### src/rtl/pipeline_sequencer_pkg.sv
// Shared encodings for the MIPS pipeline run/step/halt sequencer.
package pipeline_sequencer_pkg;

    typedef enum logic [2:0] {
        ST_IDLE   = 3'd0,
        ST_RUN    = 3'd1,
        ST_STEP   = 3'd2,
        ST_DRAIN  = 3'd3,
        ST_HALTED = 3'd4
    } state_t;

    localparam logic [1:0] CMD_RUN      = 2'b00;
    localparam logic [1:0] CMD_STEP     = 2'b01;
    localparam logic [1:0] CMD_HALT_REQ = 2'b10;
    localparam logic [1:0] CMD_CLEAR    = 2'b11;

    localparam int DRAIN_CYCLES_DEFAULT = 3;

endpackage

### src/rtl/pipeline_sequencer_load_use_detector.sv
// Load-use hazard detect: the load in EX writes a register that the instruction in ID reads.
module load_use_detector (
    input  logic [4:0] i_id_rs,
    input  logic [4:0] i_id_rt,
    input  logic [4:0] i_ex_rt,
    input  logic       i_ex_mem_rd,
    output logic       stall
);

    // $0 is hardwired to zero, so a load into it never creates a dependency.
    assign stall = i_ex_mem_rd && (i_ex_rt != 5'd0) &&
                   ((i_ex_rt == i_id_rs) || (i_ex_rt == i_id_rt));

endmodule

### src/rtl/pipeline_sequencer.sv
// Run/step/halt sequencer and hazard scheduler for the 5-stage MIPS pipeline.
// Optional RUN watchdog is built when PIPELINE_SEQUENCER_WDOG_EN is defined.
//
// state     | meaning
// ----------+--------------------------------------------------------
// IDLE      | pipe frozen, waiting for RUN or STEP
// RUN       | free-running; HALT_REQ stops, HALT in ID starts drain
// STEP      | one enabled cycle, then back to IDLE (or drain on HALT)
// DRAIN     | front end frozen, EX/MEM/WB retire for DRAIN_CYCLES
// HALTED    | pipe frozen after HALT; CLEAR returns to IDLE
module pipeline_sequencer
    import pipeline_sequencer_pkg::*;
#(
    parameter int NBITS        = 32,
    parameter int DRAIN_CYCLES = DRAIN_CYCLES_DEFAULT
`ifdef PIPELINE_SEQUENCER_WDOG_EN
    ,
    parameter int WDOG_LIMIT   = 1000000
`endif
) (
    input  logic             i_clk,
    input  logic             i_rst,
    input  logic             i_cmd_valid,
    input  logic [1:0]       i_cmd,
    output logic             o_cmd_ready,
    input  logic [4:0]       i_id_rs,
    input  logic [4:0]       i_id_rt,
    input  logic [4:0]       i_ex_rt,
    input  logic             i_ex_mem_rd,
    input  logic             i_id_jump,
    input  logic             i_id_branch_taken,
    input  logic             i_id_halt,
    output logic             o_pc_en,
    output logic             o_if_id_en,
    output logic             o_if_id_flush,
    output logic             o_hazard_detected,
    output logic             o_pipe_en,
    output logic [2:0]       o_state,
    output logic             o_halted,
`ifdef PIPELINE_SEQUENCER_WDOG_EN
    output logic             o_wdog_trip,
`endif
    output logic [NBITS-1:0] o_cycle_cnt
);

    localparam int DW = (DRAIN_CYCLES < 2) ? 1 : $clog2(DRAIN_CYCLES + 1);
    localparam logic [DW-1:0] DRAIN_LAST = DW'(DRAIN_CYCLES - 1);

`ifdef PIPELINE_SEQUENCER_WDOG_EN
    localparam int WW = (WDOG_LIMIT < 2) ? 1 : $clog2(WDOG_LIMIT + 1);
    localparam logic [WW-1:0] WDOG_LAST = WW'(WDOG_LIMIT - 1);
    logic [WW-1:0] wdog_cnt;
`endif

    state_t        state;
    logic [DW-1:0] drain_cnt;
    logic          raw_stall;
    logic          stall;
    logic          cmd_acc;
    logic          halt_seen;
    logic          in_drain;

    load_use_detector u_load_use (
        .i_id_rs     (i_id_rs),
        .i_id_rt     (i_id_rt),
        .i_ex_rt     (i_ex_rt),
        .i_ex_mem_rd (i_ex_mem_rd),
        .stall       (raw_stall)
    );

    assign in_drain          = (state == ST_DRAIN);
    assign o_pipe_en         = (state == ST_RUN) || (state == ST_STEP) || in_drain;
    assign o_cmd_ready       = (state == ST_IDLE) || (state == ST_RUN) || (state == ST_HALTED);
    assign o_halted          = (state == ST_HALTED);
    assign o_state           = state;
    assign cmd_acc           = i_cmd_valid && o_cmd_ready;

    // Stall outranks flush, which outranks halt recognition.
    assign stall             = o_pipe_en && raw_stall;
    assign o_hazard_detected = stall;
    assign o_pc_en           = o_pipe_en && !stall && !in_drain;
    assign o_if_id_en        = o_pipe_en && !stall && !in_drain;
    assign o_if_id_flush     = o_pipe_en && !stall && !in_drain &&
                               (i_id_jump || i_id_branch_taken);
    assign halt_seen         = i_id_halt && !stall;

    always_ff @(posedge i_clk or posedge i_rst) begin
        if (i_rst) begin
            state       <= ST_IDLE;
            drain_cnt   <= '0;
            o_cycle_cnt <= '0;
`ifdef PIPELINE_SEQUENCER_WDOG_EN
            wdog_cnt    <= '0;
            o_wdog_trip <= 1'b0;
`endif
        end else begin
            if (o_pipe_en && (o_cycle_cnt != '1))
                o_cycle_cnt <= o_cycle_cnt + 1'b1;

            case (state)
                ST_IDLE: begin
                    if (cmd_acc && (i_cmd == CMD_RUN))
                        state <= ST_RUN;
                    else if (cmd_acc && (i_cmd == CMD_STEP))
                        state <= ST_STEP;
                end
                ST_RUN: begin
`ifdef PIPELINE_SEQUENCER_WDOG_EN
                    wdog_cnt <= wdog_cnt + 1'b1;
`endif
                    if (cmd_acc && (i_cmd == CMD_HALT_REQ)) begin
                        state <= ST_IDLE;
`ifdef PIPELINE_SEQUENCER_WDOG_EN
                        wdog_cnt <= '0;
`endif
                    end else if (halt_seen) begin
                        state     <= ST_DRAIN;
                        drain_cnt <= DRAIN_LAST;
`ifdef PIPELINE_SEQUENCER_WDOG_EN
                        wdog_cnt  <= '0;
                    end else if (wdog_cnt == WDOG_LAST) begin
                        state       <= ST_DRAIN;
                        drain_cnt   <= DRAIN_LAST;
                        wdog_cnt    <= '0;
                        o_wdog_trip <= 1'b1;
`endif
                    end
                end
                ST_STEP: begin
                    if (halt_seen) begin
                        state     <= ST_DRAIN;
                        drain_cnt <= DRAIN_LAST;
                    end else begin
                        state <= ST_IDLE;
                    end
                end
                ST_DRAIN: begin
                    if (drain_cnt == '0)
                        state <= ST_HALTED;
                    else
                        drain_cnt <= drain_cnt - 1'b1;
                end
                ST_HALTED: begin
                    if (cmd_acc && (i_cmd == CMD_CLEAR)) begin
                        state       <= ST_IDLE;
                        o_cycle_cnt <= '0;
`ifdef PIPELINE_SEQUENCER_WDOG_EN
                        o_wdog_trip <= 1'b0;
`endif
                    end
                end
                default: state <= ST_IDLE;
            endcase
        end
    end

endmodule

### config.mk
export PLATFORM = sky130hd
export DESIGN_NAME = pipeline_sequencer
export DESIGN_NICKNAME = d
export VERILOG_FILES = /design/src/rtl/pipeline_sequencer_pkg.sv /design/src/rtl/pipeline_sequencer_load_use_detector.sv /design/src/rtl/pipeline_sequencer.sv
export SDC_FILE = /design/constraint.sdc
export NUM_CORES = 1
export LEC_CHECK = 0
export ABC_AREA = 0
export CORE_ASPECT_RATIO = 1.4
export CORE_MARGIN = 3
export CORE_UTILIZATION = 40
export CTS_BUF_LIST = sky130_fd_sc_hd__clkbuf_8
export DETAILED_ROUTE_END_ITERATION = 16
export PLACE_DENSITY = 0.8
export SYNTH_ARGS = -nofsm -noshare
export SYNTH_HDL_FRONTEND = slang
export SYNTH_SLANG_ARGS = --single-unit
### constraint.sdc
create_clock -name i_clk -period 2.4 [get_ports i_clk]
set_clock_uncertainty 0.1 [all_clocks]
set_input_delay 0.36 -clock i_clk [delete_from_list [all_inputs] [get_ports i_clk]]
set_output_delay 0.36 -clock i_clk [all_outputs]
set_load 0.005 [all_outputs]
# Word level (Yosys, flattened, before mapping)
# Index checks and enable logic that the tools add are counted.
[totals] word_cells=64 out_inout_bits=42 inputBits=24 reg_bits=37
[classes] reduce_logical=28 add_sub_neg=2 eq_ne=16 mux=15
[op_table] cell="32-bit 2-to-1 mux" count=3
[op_table] cell="32-bit by 1-bit adder with 32-bit output (second input constant)" count=1
[op_table] cell="32-bit inequality test (second input constant)" count=1
[op_table] cell="3-bit 2-to-1 mux" count=6
[op_table] cell="3-bit case mux with 5 select lines" count=1
[op_table] cell="1-bit logical AND" count=13
[op_table] cell="5-bit equality test" count=2
[op_table] cell="2-bit 2-to-1 mux" count=4
[op_table] cell="3-bit by 2-bit equality test with 1-bit output (second input constant)" count=2
[op_table] cell="1-bit logical OR" count=6
[op_table] cell="2-bit case mux with 3 select lines" count=1
[op_table] cell="5-bit nonzero test" count=1
[op_table] cell="2-bit equality test (second input constant)" count=2
[op_table] cell="2-bit zero test" count=2
[op_table] cell="2-bit by 1-bit inequality test with 1-bit output (second input constant)" count=2
[op_table] cell="2-bit inequality test (second input constant)" count=2
[op_table] cell="4-bit AND reduction" count=1
[op_table] cell="3-bit by 1-bit equality test with 1-bit output (second input constant)" count=1
[op_table] cell="3-bit equality test (second input constant)" count=1
[op_table] cell="3-bit zero test" count=1
[op_table] cell="3-bit by 1-bit inequality test with 1-bit output (second input constant)" count=1
[op_table] cell="3-bit by 2-bit inequality test with 1-bit output (second input constant)" count=1
[op_table] cell="3-bit AND reduction" count=1
[op_table] cell="3-bit nonzero test" count=1
[op_table] cell="other kinds (3)" count=4

# Longest topological paths before layout
# Gate-level depths: netlist of the first run.
[logic_depth] word_depth=9 mapped_depth=8 mapped_depth_nobuf=7

# Modules after synthesis
# Synthesis of the first run repeated with hierarchy kept, for this count alone.
[hier_totals] cells_unflattened=268 area_unflattened_um2=2443.6
[modules_own_cells] module="pipeline_sequencer" n_inst=1 area_each_um2=2318.5 seq_area_each_um2=925.9 cells_per_inst=251
[modules_own_cells] module="load_use_detector" n_inst=1 area_each_um2=125.1 seq_area_each_um2=0.0 cells_per_inst=17

# Worst setup path after synthesis of the first run
# No wires, ideal clock.
[synth_path] path_type="input port to output port" start="input i_ex_rt[0]" end="output o_if_id_flush" path_stages=5 slack_ns=0.363 required_time_ns=1.940 arrival_ns=1.577 n_path_buf=0 cell_sequence="or4_1 o21ai_0 nor2_1 nor3_1 o21a_1"
[synth_via] elab_chain_cells=8 elab_cells_between_ends=11 cone_classes="2 x eq/ne; 9 x reduce/logical"
[synth_lines] item="start: declaration" line="pipeline_sequencer.sv:28" rtl="input logic [4:0] i_ex_rt,"
[synth_lines] item="5-bit equality test or 5-bit nonzero test (tied branches)" line="pipeline_sequencer_load_use_detector.sv:12, pipeline_sequencer_load_use_detector.sv:11"
[synth_lines] item="1-bit logical OR or 1-bit logical AND (tied branches)" line="pipeline_sequencer_load_use_detector.sv:12, pipeline_sequencer_load_use_detector.sv:11"
[synth_lines] item="1-bit logical AND (*)" line="pipeline_sequencer_load_use_detector.sv:11" rtl="assign stall = i_ex_mem_rd && (i_ex_rt != 5'd0) &&"
[synth_lines] item="1-bit logical AND (*)" line="pipeline_sequencer.sv:79" rtl="assign stall = o_pipe_en && raw_stall;"
[synth_lines] item="1-bit zero test (*)"
[synth_lines] item="1-bit logical AND (*) (2 in series)"
[synth_lines] item="via o_if_id_en" line="pipeline_sequencer.sv:34" rtl="output logic o_if_id_en,"
[synth_lines] item="1-bit logical AND (*)" line="pipeline_sequencer.sv:83" rtl="assign o_if_id_flush = o_pipe_en && !stall && !in_drain &&"
[synth_lines] item="end: declaration" line="pipeline_sequencer.sv:35" rtl="output logic o_if_id_flush,"
# Mark *: on every way through the listed nets, which the timed path passes. The rest lies on a longest branch.

# Worst setup path after layout of the first run
[layout_path] start="input i_ex_rt[0]" end="output o_if_id_flush"
[layout_via] elab_chain_cells=8 elab_cells_between_ends=11 cone_classes="2 x eq/ne; 9 x reduce/logical"
[layout_lines] item="5-bit equality test or 5-bit nonzero test (tied branches)" line="pipeline_sequencer_load_use_detector.sv:12, pipeline_sequencer_load_use_detector.sv:11"
[layout_lines] item="1-bit logical OR or 1-bit logical AND (tied branches)" line="pipeline_sequencer_load_use_detector.sv:12, pipeline_sequencer_load_use_detector.sv:11"
[layout_lines] item="1-bit logical AND (*)" line="pipeline_sequencer_load_use_detector.sv:11"
[layout_lines] item="1-bit logical AND (*)" line="pipeline_sequencer.sv:79"
[layout_lines] item="1-bit zero test (*)" line="pipeline_sequencer.sv:83"
[layout_lines] item="1-bit logical AND (*) (3 in series)" line="pipeline_sequencer.sv:83"
# Every way passes the cells marked *; elsewhere a longest branch is shown, timed or not.

==> flow_summary.ini, run 1 <==
[routing]
wire_per_inst_um = 13.9
routed_wirelength_um = 5580
firstDrtPassIters = 4
drtAntennaViolNets = 0
drt-vias-per-instance = 5.42
via_count = 2167
top_layer_used = met4
dr_wl_met2_um = 2950
detail_route.drc_violations = 0
drt-initial-drc-count = 120
wl_met3_um = 281
met1Wirelength_um = 2260

[global_routing]
overflow = 0
grt_pass1_vias = 2081
grt_start_max_net_pins = 38
groute.usage.overall_pct = 17.1
global_route_wire_length_before_repair_um = 9360
number_of_antenna_violations_at_the_first_check_in_global_routing = 0

[critical_path]
sort_of_element_at_the_end_of_the_critical_path = output port
worst_setup_path_endpoint = o_if_id_flush
critical_path.startpoint_type = input port
cpMaxStageDelayCell = or4_4
crit_top_cell = buf_4
worst_reg2reg_path_startpoint = o_state[2]
worst_ep_required_time_ns = 1.94
path_class = input port to output port
worst_setup_path_startpoint = i_ex_rt[0]
cp_cell_sequence = clkdlybuf4s15_1, or4_4, o21ai_2, nor2_1, nor3_1, buf_4, buf_4, o21a_1, buf_2
timing.critical_path.slowest_cell_delay_ns = 0.52
timing.reg2reg.worst_path_depth = 6
reg2reg_setup_slack_ns = 0.25
critical_path_arrival_ns = 1.88
timing.rr.end = o_cycle_cnt[19]
critPathMaxFanout = 2

[pwr]
total_leakage_power_nw = 1.37
total_power_mw = 3.62
vdd_drop_max_mv = 0.432
pwr_density_cell_nw_per_um2 = 1130

[synthesis]
yosys_warnings = 0
dominantRegCellSynth = dfrtp_1
syn_area_um2 = 2290
synth_fp_nets = 275
post_synth.cell_area_avg_um2 = 9.22
yosysUniqueCellTypes = 51
post_synth_inst_count = 249
synth.yosys.seq_area_share_pct = 40.3
synth_async_sr_flop_share_pct = 100
synth_edf_count = 0
yosys_register_bits = 37

[timing]
timing.final.hold_violations = 0
tightestPinTransition_ns = 0.625
setup-violations-final = 0
highest_achievable_clock_rate_mhz = 428
slew_violations = 0
final.period_utilization_pct = 97.5
tns_ns = 0
hold-worst-slack_ns = 0.365
min_period_ns = 2.34
max-slew-margin-rel_pct = 58.4

[die]
die_width_um = 70.0
floorplan.io_pins = 66
core_region_area_um2 = 5530
design.die.area_um2 = 6690
rows = 32
die_outline_height_um = 95.6
start_util_pct = 41.5

[clock_tree]
post_cts_hold_buffer_count = 0
clk_pin_slew_worst_paths_ns = 0.07
clock_insertion_delay_worst_skew_ns = 0.29
cell_at_the_root_of_the_clock_tree = clkbuf_8
clock_path_buffers = 2
ctsHtreeMaxLevel = 2
cts_inserted_buffers = 5
clock-sinks = 37
cts_tree = yes

[final_layout]
final_area_um2 = 3200
multi_input_comb_area_um2 = 1280
nFillCells = 482
final_nets = 357
layout.area.seq_um2 = 926
layout-drive-gt1-share_pct = 14.2
area_grow_syn2layout_pct = 39.5
n_antenna_cell = 0

[place]
place_hpwl_um = 4130
gp_routability_congestion = 0.867
placed_standard_cell_area_um2 = 3100
number_of_buffer_cells_added_on_primary_ports = 65

[min_path]
timing.hold.worst.class = input port to async pin

[outcome]
status = finished clean

[job]
max-cap-violations = 0
-- area by class of cell --
class,count,area share (%)
well taps,68,2.66
flip-flops and latches,37,28.9
clock inverters,3,0.430
repair buffers,83,24.6
multi-input cells,192,39.9
clock buffers,5,2.15
inverters,12,1.41
-- power breakdown --
part	leakage, nW	switching (mW)	internal [mW]
clock network	0.0491	0.219	0.197
registers	0.400	0.389	0.910
logic	0.923	0.821	1.08
total	1.37	1.43	2.19
-- logic make-up after synthesis --
family / share of synthesized area, %
simple gates: 29.3
flops: 40.3
mux: 0.436
fa+ha+maj: 1.09
compound gates: 10.6
xor+xnor: 13.7
buf+inv: 4.47
-- Yosys cell counts (3+ instances only) --
cell type   n  area (um^2)
inv_1      12         45.0
nor2_1     37          139
clkbuf_1    3         11.3
nor3_1      9         45.0
a31oi_1     3         18.8
and3_2      3         22.5
nand4_1    11         68.8
or3_1       6         37.5
buf_4       3         22.5
nand3_1     9         45.0
xnor2_1    14          123
dfrtp_1    37          926
a21oi_1     9         45.0
xor2_1     22          193
o21ai_0    10         50.1
nand2_1    16         60.1
a21o_1      3         22.5
-- registers in the layout (all words and copies together), names as in the netlist --
| signal | cells |
|---|---|
| drain_cnt | 2 |
| o_cycle_cnt | 32 |
| o_state | 3 |
-- layer usage --
layer	GRT usage, %	vias to the layer above
met5	0	-
met2	32.0	64
met3	3.27	9
met1	19.4	1053
li1	-	1041
met4	5.75	0
-- placed cells by master (no fill, tap or decap), drive strengths merged, types with 6 or more instances in the layout --
| master | Yosys | final |
|---|---|---|
| nor2 | 37 | 37 |
| buf | 4 | 19 |
| inv | 12 | 13 |
| nor4 | 6 | 6 |
| or3 | 7 | 7 |
| xor2 | 22 | 22 |
| dfrtp | 37 | 37 |
| clkdlybuf4s50 | 0 | 46 |
| nor3 | 9 | 9 |
| nand2 | 16 | 16 |
| nand3 | 9 | 9 |
| o21ai | 10 | 10 |
| clkbuf | 3 | 7 |
| a21oi | 9 | 9 |
| dlymetal6s2s | 0 | 9 |
| nand4 | 12 | 12 |
| xnor2 | 14 | 14 |
-- critical path: cells and delay by family --
family / cells / cell delay [ns]
compound gates: 2 / 0.25
simple gates: 3 / 0.75
buf+inv: 4 / 0.52
-- what timing repair did --
item / in CTS / in global routing
buffers inserted: 1 / 1
pin swaps: 8 / 13
resized for setup: 17 / 14
setup endpoints to repair: 4 / 3
hold endpoints to repair: 0 / 0
-- how the worst min path moves through the flow --
stage                       from        endpoint  slack, ns  depth (start not counted)
floorplan           drain_cnt[1]    drain_cnt[1]       0.38                          1
global placement    drain_cnt[0]    drain_cnt[0]       0.40                          2
detailed placement  drain_cnt[1]    drain_cnt[1]       0.40                          1
CTS                        i_rst      o_state[2]       0.39                          3
global route               i_rst      o_state[2]       0.42                          3
finish                     i_rst  o_cycle_cnt[3]       0.36                          3
-- per-stage QoR --
stage          utilization (%)  std cells  worst slack [ns]
6_report                  57.9        400            0.0611
2_1_floorplan                -        249             0.363
5_1_grt                   57.9        400           -0.0650
3_3_place_gp              56.0        390            -0.508
3_5_place_dp              56.0        390            -0.543
4_1_cts                   57.5        399            0.0251
No activity file was read; power rests on OpenSTA's default activity.
==> run 2: changes to the inputs <==
--- a/config.mk
+++ b/config.mk
@@ -12,6 +12,7 @@
 export CTS_BUF_LIST = sky130_fd_sc_hd__clkbuf_8
 export DETAILED_ROUTE_END_ITERATION = 16
 export PLACE_DENSITY = 0.8
+export SETUP_SLACK_MARGIN = 0.5
 export SYNTH_ARGS = -nofsm -noshare
 export SYNTH_HDL_FRONTEND = slang
 export SYNTH_SLANG_ARGS = --single-unit
==> run 2 against run 1 <==
  * Global-route usage up 1.4 points
  * Highest routed layer unchanged
  * Register-to-register slack about the same
  * Power up 24%
==> flow_summary.ini, run 2 (synthesized netlist as in run 1, its figures left out) <==
[pwr]
combinationalPowerShare_pct = 61.2
vdd_drop_max_mv = 0.514
p_switching_mw = 1.80
total_leakage_power_nw = 1.56
power_switching_share_pct = 39.9
seq_power_share_pct = 28.3
power.clock.fraction_pct = 10.5
pwr_density_cell_nw_per_um2 = 1180
cell_internal_pwr_mw = 2.71
total_power_mw = 4.50

[final_layout]
n_antenna_cell = 0
area_grow_syn2layout_pct = 66.7
layout-drive-gt1-share_pct = 37.2
largest_reg_flops = 32
nFillCells = 376
max_flop_register = o_cycle_cnt
layout.area.seq_um2 = 936
multi_input_comb_area_um2 = 1540
final_nets = 401
layout_commonest_cell = buf_4
layout_common_cells = 54 x buf_4, 43 x clkdlybuf4s50_1, 34 x nor2_1

[routing]
drt-vias-per-instance = 5.36
detail_route.drc_violations = 0
via_count = 2382
routed_wirelength_um = 7120
wire_per_inst_um = 16.0
drtAntennaViolNets = 0
firstDrtPassIters = 4
drt-initial-drc-count = 159

[critical_path]
critical_path_arrival_ns = 1.72
sort_of_element_at_the_end_of_the_critical_path = output port
critPathMaxFanout = 3
critical_path.startpoint_type = input port
worst_ep_required_time_ns = 1.94
reg2reg_setup_slack_ns = 0.26
path_class = input port to output port

[die]
start_util_pct = 41.5
rows = 32
die_width_um = 70.0
design.die.area_um2 = 6690
die_outline_height_um = 95.6
core_region_area_um2 = 5530
floorplan.io_pins = 66

[place]
place_hpwl_um = 4130
gp_routability_congestion = 0.813
number_of_buffer_cells_added_on_primary_ports = 65

[timing]
final.period_utilization_pct = 90.8
slew_violations = 0
timing.final.hold_violations = 0
highest_achievable_clock_rate_mhz = 459
tightestPinTransition_ns = 0.468
max-slew-margin-rel_pct = 68.8
tns_ns = 0
setup-violations-final = 0
min_period_ns = 2.18
rsz0062_at_grt = yes

[clock_tree]
clock-sinks = 37
ctsHtreeMaxLevel = 2
cts_inserted_buffers = 5
clock_path_buffers = 2
clk_pin_slew_worst_paths_ns = 0.07
clock_insertion_delay_worst_skew_ns = 0.29
cts_tree = yes
cell_at_the_root_of_the_clock_tree = clkbuf_8
post_cts_hold_buffer_count = 0

[global_routing]
groute.usage.overall_pct = 18.5
global_route_wire_length_before_repair_um = 10100
number_of_antenna_violations_at_the_first_check_in_global_routing = 0
overflow = 0
grt_start_max_net_pins = 38
grt_pass1_vias = 2257

[job]
max-cap-violations = 0

[outcome]
status = finished clean

[min_path]
timing.hold.worst.class = input port to async pin
==> run 2: changes by cell type in the layout (fill, tap and decap cells not counted), moves of 4 or more <==
| cell | before | now |
|---|---|---|
| buf_2 | 1 | 5 |
| nor3_1 | 9 | 2 |
| dfrtp_2 | 0 | 8 |
| buf_4 | 18 | 54 |
| dlymetal6s2s_1 | 9 | 0 |
| a21oi_1 | 9 | 4 |
| nor3_2 | 0 | 4 |
| buf_6 | 0 | 10 |
| a21oi_2 | 0 | 5 |
| dlygate4sd2_1 | 5 | 10 |
| dfrtp_1 | 37 | 29 |
| nor4_4 | 2 | 6 |
==> run 2: power groups by stage <==
stage                     Sequential, mW  Combinational (mW)  Clock (mW)
after floorplan                     1.25                1.02           0
after CTS                           1.26                2.23       0.477
after global routing                1.31                3.00       0.501
after detailed placement            1.31                1.94           0
final                               1.27                2.76       0.472
after global placement              1.29                1.89           0
==> run 2: through the flow <==
step           area [um^2]  util, %  instances  hold slack (ns)  setup WS [ns]
3_3_place_gp          3110     56.2        390            0.396         -0.425
3_5_place_dp          3110     56.2        390            0.403         -0.519
5_1_grt               3830     69.2        444            0.417          0.137
6_report              3830     69.2        444            0.380          0.221
4_1_cts               3430     62.0        415            0.390          0.115
2_1_floorplan         2310        -        249            0.376          0.383
==> run 2: cell type report <==
| type | instances | area share [%] |
|---|---|---|
| clock buffers | 7 | 2.52 |
| multi-input cells | 192 | 40.3 |
| flip-flops and latches | 37 | 24.5 |
| inverters | 12 | 1.18 |
| well taps | 68 | 2.22 |
| clock inverters | 1 | 0.131 |
| repair buffers | 127 | 29.2 |
==> run 2: worst paths after layout <==
kind | start | depth (start not counted) | end
min reg2reg | drain_cnt[1] | 1 | drain_cnt[1]
max | i_ex_rt[3] | 8 | o_if_id_flush
max reg2reg | o_cycle_cnt[3] | 7 | o_cycle_cnt[25]
min in group i_clk | drain_cnt[1] | 1 | drain_cnt[1]
max in group asynchronous | i_rst | 3 | o_cycle_cnt[8]
min | i_rst | 3 | o_cycle_cnt[31]
==> run 2: timing repair <==
action | CTS | global route
pin swaps | 31 | 35
cloned | 1 | 0
buffers inserted | 16 | 29
resized for setup | 83 | 42
endpoints found under the setup margin | 33 | 39
==> run 2: layer usage <==
metal  track usage (%)  wire length, um
met1              20.1             2680
met4              7.51              203
met5                 0                0
met2              34.9             3850
met3              3.90              387
==> run 2: critical path: stages <==
cell	delay [ns]
buf_6	0.09
or4_4	0.52
o21ai_2	0.14
nor2_1	0.08
nor3_2	0.18
buf_4	0.14
o21a_1	0.11
buf_2	0.11
